`config.mk`:
```
export PLATFORM = sky130hd
export DESIGN_NAME = bcd_converter
export DESIGN_NICKNAME = d
export VERILOG_FILES = /design/src/rtl/bcd_pkg.sv /design/src/rtl/bcd_add3.sv /design/src/rtl/bcd_converter.sv
export SDC_FILE = /design/constraint.sdc
export NUM_CORES = 1
export LEC_CHECK = 0
export ABC_AREA = 1
export CAP_MARGIN = 0
export CELL_PAD_IN_SITES_DETAIL_PLACEMENT = 0
export CELL_PAD_IN_SITES_GLOBAL_PLACEMENT = 1
export CORE_MARGIN = 2
export CORE_UTILIZATION = 30
export CTS_BUF_LIST = sky130_fd_sc_hd__clkbuf_4 sky130_fd_sc_hd__clkbuf_8
export CTS_CLUSTER_SIZE = 24
export DETAILED_ROUTE_END_ITERATION = 16
export MAX_ROUTING_LAYER = met4
export PLACE_DENSITY = 0.7
export REMOVE_ABC_BUFFERS = 1
export SLEW_MARGIN = 30
export SYNTH_ARGS = -nofsm -noshare
export SYNTH_HDL_FRONTEND = slang
export SYNTH_SLANG_ARGS = --single-unit
```
`constraint.sdc`:
```
create_clock -name clk -period 3 [get_ports clk]
set_input_delay 0.6 -clock clk [delete_from_list [all_inputs] [get_ports clk]]
set_output_delay 0.6 -clock clk [all_outputs]
set_load 0.03 [all_outputs]
```
`src/rtl/bcd_pkg.sv`:
```
// Shared constants for the sequential binary-to-BCD converter: digit width,
// blank code and FSM state encoding.
package bcd_pkg;

    localparam int DIGIT_W = 4;
    localparam logic [DIGIT_W-1:0] BLANK_DIGIT = 4'hF;

    typedef logic [1:0] state_t;
    localparam state_t ST_IDLE  = 2'd0;
    localparam state_t ST_SHIFT = 2'd1;
    localparam state_t ST_DONE  = 2'd2;

    // 10^n saturating at all-ones so oversized DIGITS never wraps the range check
    function automatic longint unsigned pow10(input int n);
        longint unsigned r;
        r = 64'd1;
        if (n > 19) begin
            r = '1;
        end else begin
            for (int i = 0; i < n; i++) begin
                r = r * 64'd10;
            end
        end
        return r;
    endfunction

endpackage

```
`src/rtl/bcd_add3.sv`:
```
// Double-dabble digit correction: adds 3 to a BCD digit of 5 or more so the
// following left shift carries correctly into the next digit.
module bcd_add3
    import bcd_pkg::*;
(
    input  logic [DIGIT_W-1:0] din,
    output logic [DIGIT_W-1:0] dout
);

    always_comb begin
        dout = (din >= 4'd5) ? din + 4'd3 : din;
    end

endmodule

```
`src/rtl/bcd_converter.sv`:
```
// Sequential double-dabble converter, one input bit per clock.
// Optional macro BCD_LEADING_BLANK_EN replaces leading zero digits with the blank code.
//
// state    | meaning
// ---------+------------------------------------------------------------
// ST_IDLE  | ready; accept bin_in when in_valid
// ST_SHIFT | add-3 adjust then shift one bit per cycle, WIDTH cycles
// ST_DONE  | publish scratch to bcd_out, out_valid pulses next cycle
module bcd_converter
    import bcd_pkg::*;
#(
    parameter int WIDTH  = 16,
    parameter int DIGITS = 5
) (
    input  logic                    clk,
    input  logic                    rst,
    input  logic [WIDTH-1:0]        bin_in,
    input  logic                    in_valid,
    output logic                    in_ready,
    output logic [4*DIGITS-1:0]     bcd_out,
    output logic                    out_valid
);

    localparam int BCD_W = DIGIT_W * DIGITS;
    localparam int CNT_W = $clog2(WIDTH + 1);
    localparam longint unsigned MAX_BIN = (64'd1 << WIDTH) - 64'd1;

    generate
        if (WIDTH < 4 || WIDTH > 32) begin : g_bad_width
            $error("bcd_converter: WIDTH must be in 4..32");
        end
        if (pow10(DIGITS) <= MAX_BIN) begin : g_bad_digits
            $error("bcd_converter: DIGITS too small for WIDTH");
        end
    endgenerate

    state_t             state_q, state_d;
    logic [BCD_W-1:0]   scratch_q, scratch_d;
    logic [WIDTH-1:0]   shift_q, shift_d;
    logic [CNT_W-1:0]   cnt_q, cnt_d;
    logic [BCD_W-1:0]   bcd_q, bcd_d;
    logic               out_valid_q, out_valid_d;
    logic [BCD_W-1:0]   adj;
    logic [BCD_W-1:0]   final_bcd;

    genvar g;
    generate
        for (g = 0; g < DIGITS; g++) begin : g_add3
            bcd_add3 u_add3 (
                .din  (scratch_q[g*DIGIT_W +: DIGIT_W]),
                .dout (adj[g*DIGIT_W +: DIGIT_W])
            );
        end
    endgenerate

`ifdef BCD_LEADING_BLANK_EN
    logic lead_seen;

    // Walk from the top digit down; digit 0 is never blanked so zero shows as "0"
    always_comb begin
        lead_seen = 1'b0;
        final_bcd = scratch_q;
        for (int d = DIGITS - 1; d >= 1; d--) begin
            if (scratch_q[d*DIGIT_W +: DIGIT_W] != '0) begin
                lead_seen = 1'b1;
            end
            if (!lead_seen) begin
                final_bcd[d*DIGIT_W +: DIGIT_W] = BLANK_DIGIT;
            end
        end
    end
`else
    assign final_bcd = scratch_q;
`endif

    always_comb begin
        state_d     = state_q;
        scratch_d   = scratch_q;
        shift_d     = shift_q;
        cnt_d       = cnt_q;
        bcd_d       = bcd_q;
        out_valid_d = 1'b0;
        case (state_q)
            ST_IDLE: begin
                if (in_valid) begin
                    shift_d   = bin_in;
                    scratch_d = '0;
                    cnt_d     = CNT_W'(WIDTH);
                    state_d   = ST_SHIFT;
                end
            end
            ST_SHIFT: begin
                {scratch_d, shift_d} = {adj, shift_q} << 1;
                cnt_d = cnt_q - 1'b1;
                if (cnt_q == CNT_W'(1)) begin
                    state_d = ST_DONE;
                end
            end
            ST_DONE: begin
                bcd_d       = final_bcd;
                out_valid_d = 1'b1;
                state_d     = ST_IDLE;
            end
            default: begin
                state_d = ST_IDLE;
            end
        endcase
    end

    always_ff @(posedge clk or posedge rst) begin
        if (rst) begin
            state_q     <= ST_IDLE;
            scratch_q   <= '0;
            shift_q     <= '0;
            cnt_q       <= '0;
            bcd_q       <= '0;
            out_valid_q <= 1'b0;
        end else begin
            state_q     <= state_d;
            scratch_q   <= scratch_d;
            shift_q     <= shift_d;
            cnt_q       <= cnt_d;
            bcd_q       <= bcd_d;
            out_valid_q <= out_valid_d;
        end
    end

    assign in_ready  = (state_q == ST_IDLE);
    assign bcd_out   = bcd_q;
    assign out_valid = out_valid_q;

endmodule

```
==> results of run 1 <==
==> critical path, stage by stage, from the launching register on <==
cell and delay, ns:
dfrtp_1 0.42, nor2_1 0.12, clkdlybuf4s50_1 0.68
==> power by group through the flow <==
stage	Sequential, W	Clock [W]	Combinational, W
2_1_floorplan	0.00166	0	0.00109
3_5_place_dp	0.00149	0	0.00185
6_report	0.00147	0.000839	0.00183
3_3_place_gp	0.00149	0	0.00181
4_1_cts	0.00148	0.000872	0.00185
5_1_grt	0.00153	0.000901	0.00211
==> synthesized netlist by cell type, drive strengths merged <==
cell,n,area [sq um]
buf,11,88.8
xnor2,1,8.76
nor3b,1,7.51
o22ai,2,12.5
nand4,12,75.1
ha,12,150
o21bai,2,15.0
inv,38,143
o21ai,38,190
nand3,43,215
clkbuf,2,7.51
nand2,136,523
nor2,6,25.0
dfrtp,64,1600
==> through the flow <==
step | area [sq um] | hold slack [ns] | power [W] | utilization [%] | setup slack (ns)
2_1_floorplan | 2970 | 0.442 | 0.00275 | - | 0.802
4_1_cts | 3780 | 0.477 | 0.00420 | 38.4 | 0.815
3_5_place_dp | 3560 | 0.459 | 0.00334 | 36.1 | 0.963
3_3_place_gp | 3560 | 0.455 | 0.00330 | 36.1 | 0.970
5_1_grt | 3780 | 0.506 | 0.00455 | 38.4 | 0.777
6_report | 3780 | 0.474 | 0.00414 | 38.4 | 0.844
==> logic make-up (layout without fill, tap and decap cells) <==
group	after synthesis	after routing	synth area share, %
buffers and inverters	51	95	7.80
AO/OA/AOI/OAI	42	42	7.11
AND/OR/NAND/NOR	198	198	27.6
flip-flops	64	64	52.3
XOR/XNOR	1	1	0.286
adder cells (fa/ha/maj)	12	12	4.90
==> routing by layer <==
| layer | vias up | share of wire (%) | global-route usage (%) | wire length (microns) |
|---|---|---|---|---|
| li1 | 1265 | - | - | - |
| met1 | 1154 | 48 | 15.7 | 3000 |
| met2 | 46 | 46 | 20.0 | 2890 |
| met3 | 6 | 4.5 | 4.43 | 281 |
| met4 | 0 | 0.91 | 3.71 | 57 |
| met5 | - | 0 | - | 0 |
==> flip-flops by register name (all words and copies together) (netlist names) <==
register   cells
bcd_out       20
cnt_q          5
final_bcd     20
out_valid      1
shift_q       16
state_q        2
==> area by class of cell <==
class                      instances  area (sq um)
timing repair buffer              42           428
tap                              133           166
fill                            1038          6080
clock inverter                     3          65.1
clock buffer                      12           159
multi-input combinational        253          1220
inverter                          38           143
sequential                        64          1600
==> final timing paths <==
kind	from	depth (start not counted)	endpoint	slack, ns
worst max-delay path	state_q[0]	2	in_ready	0.84
worst min-delay path	shift_q[0]	2	shift_q[0]	0.47
worst max register to register	state_q[1]	5	final_bcd[4]	1.54
worst min register to register	shift_q[0]	2	shift_q[0]	0.47
max in group asynchronous	rst	3	bcd_out[3]	2.06
min in group asynchronous	rst	3	bcd_out[13]	0.64
==> run_summary.xml, run 1 <==
<?xml version="1.0" encoding="UTF-8"?>
<metrics>
  <group name="final_layout">
    <metric name="layout-drive-gt1-share" unit="%">6.07</metric>
    <metric name="finalNonFillerCells" unit="">545</metric>
    <metric name="area_delta_synth_final" unit="%">23.6</metric>
    <metric name="final_net_count" unit="">439</metric>
    <metric name="layout.cells.most_common_list" unit="">nand2_1, dfrtp_1, nand3_1</metric>
    <metric name="most_common_cell_after_layout_fill_and_taps_aside" unit="">nand2_1</metric>
    <metric name="number_of_antenna_cells_inserted" unit="">0</metric>
  </group>
  <group name="sta">
    <metric name="setup_tns" unit="ns">0</metric>
    <metric name="unrepaired_setup_endpoints_after_global_routing" unit="">no</metric>
    <metric name="worst_clock_skew" unit="ns">0.00711</metric>
    <metric name="tightest_slew" unit="ns">0.672</metric>
    <metric name="timing.max_slew.rel_slack" unit="%">55.2</metric>
    <metric name="final-max-slew-violation-count" unit="">0</metric>
    <metric name="finalHoldViolCount" unit="">0</metric>
    <metric name="maxClockFrequency" unit="MHz">464</metric>
    <metric name="report.final.setup_viol" unit="">0</metric>
    <metric name="layout_worst_path_cycle_share" unit="%">71.9</metric>
    <metric name="period_needed" unit="ns">2.16</metric>
  </group>
  <group name="floorplanning">
    <metric name="placement_rows" unit="">36</metric>
    <metric name="fp.coreArea" unit="sq mm">0.00986</metric>
    <metric name="dieArea" unit="sq mm">0.0110</metric>
    <metric name="floorplan.initialDensity" unit="%">31.1</metric>
    <metric name="die_width" unit="microns">105</metric>
    <metric name="die_height" unit="microns">105</metric>
    <metric name="i_o_pin_total" unit="">41</metric>
  </group>
  <group name="worst_setup_path">
    <metric name="arrival" unit="ns">1.56</metric>
    <metric name="critical_path.max_fanout" unit="">4</metric>
    <metric name="cp-start-kind" unit="">flip-flop</metric>
    <metric name="crit_required" unit="ns">2.40</metric>
    <metric name="path_class" unit="">reg -&gt; out</metric>
    <metric name="setup.worst_path.end_class" unit="">output port</metric>
  </group>
  <group name="place">
    <metric name="placedCellCount" unit="">530</metric>
    <metric name="hpwlAfterDp" unit="mm">4.04</metric>
    <metric name="gp_routability_congestion" unit="">0.826</metric>
    <metric name="buffer_ports.inserted" unit="">40</metric>
  </group>
  <group name="clock_network">
    <metric name="cts_setup_buffers" unit="">0</metric>
    <metric name="cts-root-buf" unit="">clkbuf_8</metric>
    <metric name="post_cts_hold_buffer_count" unit="">0</metric>
    <metric name="insertion_delay" unit="ns">0.33</metric>
    <metric name="cts.reportedPaths.clkPinSlew" unit="ns">0.07</metric>
    <metric name="cts.sinks" unit="">64</metric>
    <metric name="cts_buffer_depth" unit="">2</metric>
    <metric name="post_cts_resized" unit="">0</metric>
    <metric name="numCtsBuffers" unit="">9</metric>
    <metric name="htree_num_levels" unit="">3</metric>
    <metric name="cts_tree" unit="">built</metric>
  </group>
  <group name="synth">
    <metric name="synthesis.area" unit="sq mm">0.00306</metric>
    <metric name="postSynthRegisterBits" unit="">64</metric>
    <metric name="postSynthAreaPerCell" unit="sq um">8.32</metric>
    <metric name="yosysWarningCount" unit="">0</metric>
    <metric name="synth_cell_types" unit="">20</metric>
    <metric name="syn-instance-count" unit="">368</metric>
    <metric name="synth_sequential_area_ratio" unit="%">52.3</metric>
  </group>
  <group name="detailed_routing">
    <metric name="drt_wl_total" unit="mm">6.23</metric>
    <metric name="drc_errors" unit="">0</metric>
    <metric name="avgViaCountPerCell" unit="">4.53</metric>
    <metric name="routed_len_inst" unit="microns">11.4</metric>
    <metric name="via_count" unit="">2471</metric>
    <metric name="drt-initial-drc-count" unit="">107</metric>
    <metric name="drt_pre_antenna_iters" unit="">4</metric>
    <metric name="postRouteAntennaNets" unit="">0</metric>
  </group>
  <group name="pwr">
    <metric name="net_switching_power_figure" unit="W">0.00170</metric>
    <metric name="ir_worst_vdd" unit="mV">0.523</metric>
    <metric name="clock_power_share" unit="%">20.3</metric>
    <metric name="p_int" unit="W">0.00244</metric>
    <metric name="powerDensity" unit="mW/mm^2">1090</metric>
    <metric name="combinationalPowerShare" unit="%">44.1</metric>
    <metric name="switching_share_of_power" unit="%">41.0</metric>
    <metric name="p_leak" unit="nW">1.86</metric>
    <metric name="p_seq_share" unit="%">35.6</metric>
  </group>
  <group name="status">
    <metric name="run_status" unit="">complete, no violations</metric>
  </group>
  <group name="global_routing">
    <metric name="grt_pass1_wl" unit="mm">11.1</metric>
    <metric name="grt_antenna_before_repair" unit="">0</metric>
    <metric name="grt_start_max_net_pins" unit="">65</metric>
    <metric name="number_of_global_route_vias_before_repair" unit="">2476</metric>
    <metric name="overall_global_routing_usage" unit="%">12.8</metric>
    <metric name="overflow" unit="">0</metric>
  </group>
  <group name="min_path">
    <metric name="worst_hold_path_type" unit="">reg -&gt; reg</metric>
  </group>
  <group name="job">
    <metric name="timing.max_cap.violations" unit="">0</metric>
  </group>
</metrics>
No activity file was read; power rests on OpenSTA's default activity.
==> run 2, diff against run 1 <==
PLACE_DENSITY = 0.73   (was 0.7)
clock period = 1.7 ns   (was 3 ns; I/O delays follow)
==> run_summary.xml, run 2 (same netlist as run 1, synthesis figures left out) <==
<?xml version="1.0" encoding="UTF-8"?>
<metrics>
  <group name="status">
    <metric name="run_status" unit="">complete, no violations</metric>
  </group>
  <group name="sta">
    <metric name="hold_ws" unit="ns">0.398</metric>
    <metric name="finalHoldViolCount" unit="">0</metric>
    <metric name="final-max-slew-violation-count" unit="">0</metric>
    <metric name="maxClockFrequency" unit="MHz">605</metric>
    <metric name="timing.max_slew.rel_slack" unit="%">66.5</metric>
    <metric name="worst_clock_skew" unit="ns">0.00637</metric>
    <metric name="unrepaired_setup_endpoints_after_global_routing" unit="">no</metric>
    <metric name="report.final.setup_viol" unit="">0</metric>
    <metric name="period_needed" unit="ns">1.65</metric>
    <metric name="layout_worst_path_cycle_share" unit="%">97.3</metric>
    <metric name="tightest_slew" unit="ns">0.501</metric>
  </group>
  <group name="detailed_routing">
    <metric name="drc_errors" unit="">0</metric>
    <metric name="via_count" unit="">2480</metric>
    <metric name="drt_wl_total" unit="mm">6.25</metric>
    <metric name="drt-initial-drc-count" unit="">72</metric>
    <metric name="drt_pre_antenna_iters" unit="">5</metric>
    <metric name="postRouteAntennaNets" unit="">0</metric>
    <metric name="avgViaCountPerCell" unit="">4.52</metric>
    <metric name="routed_len_inst" unit="microns">11.4</metric>
  </group>
  <group name="floorplanning">
    <metric name="floorplan.initialDensity" unit="%">31.1</metric>
    <metric name="fp.coreArea" unit="sq mm">0.00986</metric>
    <metric name="dieArea" unit="sq mm">0.0110</metric>
    <metric name="die_height" unit="microns">105</metric>
    <metric name="placement_rows" unit="">36</metric>
    <metric name="die_width" unit="microns">105</metric>
    <metric name="i_o_pin_total" unit="">41</metric>
  </group>
  <group name="worst_setup_path">
    <metric name="r2r_slack" unit="ns">0.27</metric>
    <metric name="crit_required" unit="ns">1.36</metric>
    <metric name="path_class" unit="">reg -&gt; out</metric>
    <metric name="timing.rr.start" unit="">state_q[0]</metric>
    <metric name="cp-start-kind" unit="">flip-flop</metric>
    <metric name="arrival" unit="ns">1.31</metric>
    <metric name="crit_family" unit="">buffers and inverters</metric>
    <metric name="timing.rr.end" unit="">shift_q[7]</metric>
    <metric name="critical_path.slowest_cell" unit="">clkdlybuf4s50_1</metric>
    <metric name="critical_path.n_buffers_inverters" unit="">1</metric>
    <metric name="setup.worst_path.end_class" unit="">output port</metric>
    <metric name="path_cells" unit="">clkdlybuf4s50_1</metric>
    <metric name="critical_path.max_fanout" unit="">1</metric>
    <metric name="critical-path-max-stage-delay" unit="ns">0.66</metric>
    <metric name="worst_r2r_path_depth" unit="">6</metric>
  </group>
  <group name="clock_network">
    <metric name="cts_tree" unit="">built</metric>
    <metric name="cts.reportedPaths.clkPinSlew" unit="ns">0.06</metric>
    <metric name="htree_num_levels" unit="">3</metric>
    <metric name="cts_buffer_depth" unit="">2</metric>
    <metric name="post_cts_hold_buffer_count" unit="">0</metric>
    <metric name="cts_setup_buffers" unit="">0</metric>
    <metric name="numCtsBuffers" unit="">9</metric>
    <metric name="cts-root-buf" unit="">clkbuf_8</metric>
    <metric name="cts.sinks" unit="">64</metric>
    <metric name="insertion_delay" unit="ns">0.34</metric>
  </group>
  <group name="place">
    <metric name="placedCellCount" unit="">534</metric>
    <metric name="buffer_ports.inserted" unit="">40</metric>
    <metric name="hpwlAfterDp" unit="mm">4.10</metric>
    <metric name="gp_routability_congestion" unit="">0.795</metric>
  </group>
  <group name="final_layout">
    <metric name="area_delta_synth_final" unit="%">22.5</metric>
    <metric name="layout-drive-gt1-share" unit="%">6.97</metric>
    <metric name="most_common_cell_after_layout_fill_and_taps_aside" unit="">nand2_1</metric>
    <metric name="final.fill_count" unit="">1045</metric>
    <metric name="final_net_count" unit="">443</metric>
    <metric name="layout.core_utilization" unit="%">38.1</metric>
    <metric name="number_of_antenna_cells_inserted" unit="">0</metric>
    <metric name="layout.cells.most_common_list" unit="">nand2_1, dfrtp_1, nand3_1</metric>
    <metric name="finalNonFillerCells" unit="">549</metric>
  </group>
  <group name="pwr">
    <metric name="ir_worst_vdd" unit="mV">0.922</metric>
    <metric name="total_power" unit="W">0.00690</metric>
    <metric name="powerDensity" unit="mW/mm^2">1840</metric>
    <metric name="p_leak" unit="nW">1.91</metric>
  </group>
  <group name="job">
    <metric name="timing.max_cap.violations" unit="">0</metric>
  </group>
  <group name="min_path">
    <metric name="worst_hold_path_type" unit="">in -&gt; async</metric>
  </group>
  <group name="global_routing">
    <metric name="grt_start_max_net_pins" unit="">65</metric>
    <metric name="overall_global_routing_usage" unit="%">12.7</metric>
    <metric name="number_of_global_route_vias_before_repair" unit="">2445</metric>
    <metric name="grt_pass1_wl" unit="mm">11.1</metric>
    <metric name="grt_antenna_before_repair" unit="">0</metric>
    <metric name="overflow" unit="">0</metric>
  </group>
</metrics>
[run 2: cell types whose count changed in the layout (fill, tap and decap cells not counted), moves of 2 or more]
cell	before	now
dlygate4sd2_1	0	21
bufinv_16	2	0
clkdlybuf4s50_1	40	19
buf_4	1	4
[run 2: repair_timing]
item / CTS / global route
gates resized for setup: 21 / 0
setup endpoints to repair: 21 / 0
hold endpoints to repair: 0 / 0
[run 2: layout make-up]
type / instances / area [sq um] / share of cell area (%)
flip-flops and latches: 64 / 1600 / 42.7
clock inverters: 3 / 17.5 / 0.467
multi-input cells: 253 / 1220 / 32.6
clock buffers: 12 / 159 / 4.23
well taps: 133 / 166 / 4.43
repair buffers: 46 / 444 / 11.8
inverters: 38 / 143 / 3.80
[run 2: routing by layer]
metal,vias to the layer above,part of all wire [%],GRT usage (%)
met2,41,47,20.4
met1,1157,49,15.3
met4,0,1.1,4.10
li1,1274,-,-
met5,-,0,-
met3,8,3.4,3.93
[run 2: power breakdown]
group | leakage [nW] | switching, W | internal, W | total, W
Sequential | 0.802 | 0.000397 | 0.00219 | 0.00258
Clock | 0.0917 | 0.000562 | 0.000612 | 0.00117
Combinational | 1.02 | 0.00202 | 0.00112 | 0.00315
[run 2: metrics by stage]
| step | area, sq um | setup slack [ns] | TNS, ns |
|---|---|---|---|
| CTS | 3750 | 0.0152 | 0 |
| global route | 3750 | 0.00397 | 0 |
| detailed placement | 3600 | 0.104 | 0 |
| global placement | 3600 | 0.123 | 0 |
| finish | 3750 | 0.0463 | 0 |
| floorplan | 2970 | -0.238 | -15.24 |
[run 2: worst max path at each step]
stage,from,cells after the start,slack (ns),to
after floorplan,rst,1,-0.24,bcd_out[0]
after global placement,in_valid,6,0.12,final_bcd[2]
after detailed placement,in_valid,6,0.10,shift_q[7]
after CTS,out_valid,1,0.02,out_valid
after global routing,out_valid,1,0.004,out_valid
final,out_valid,1,0.05,out_valid
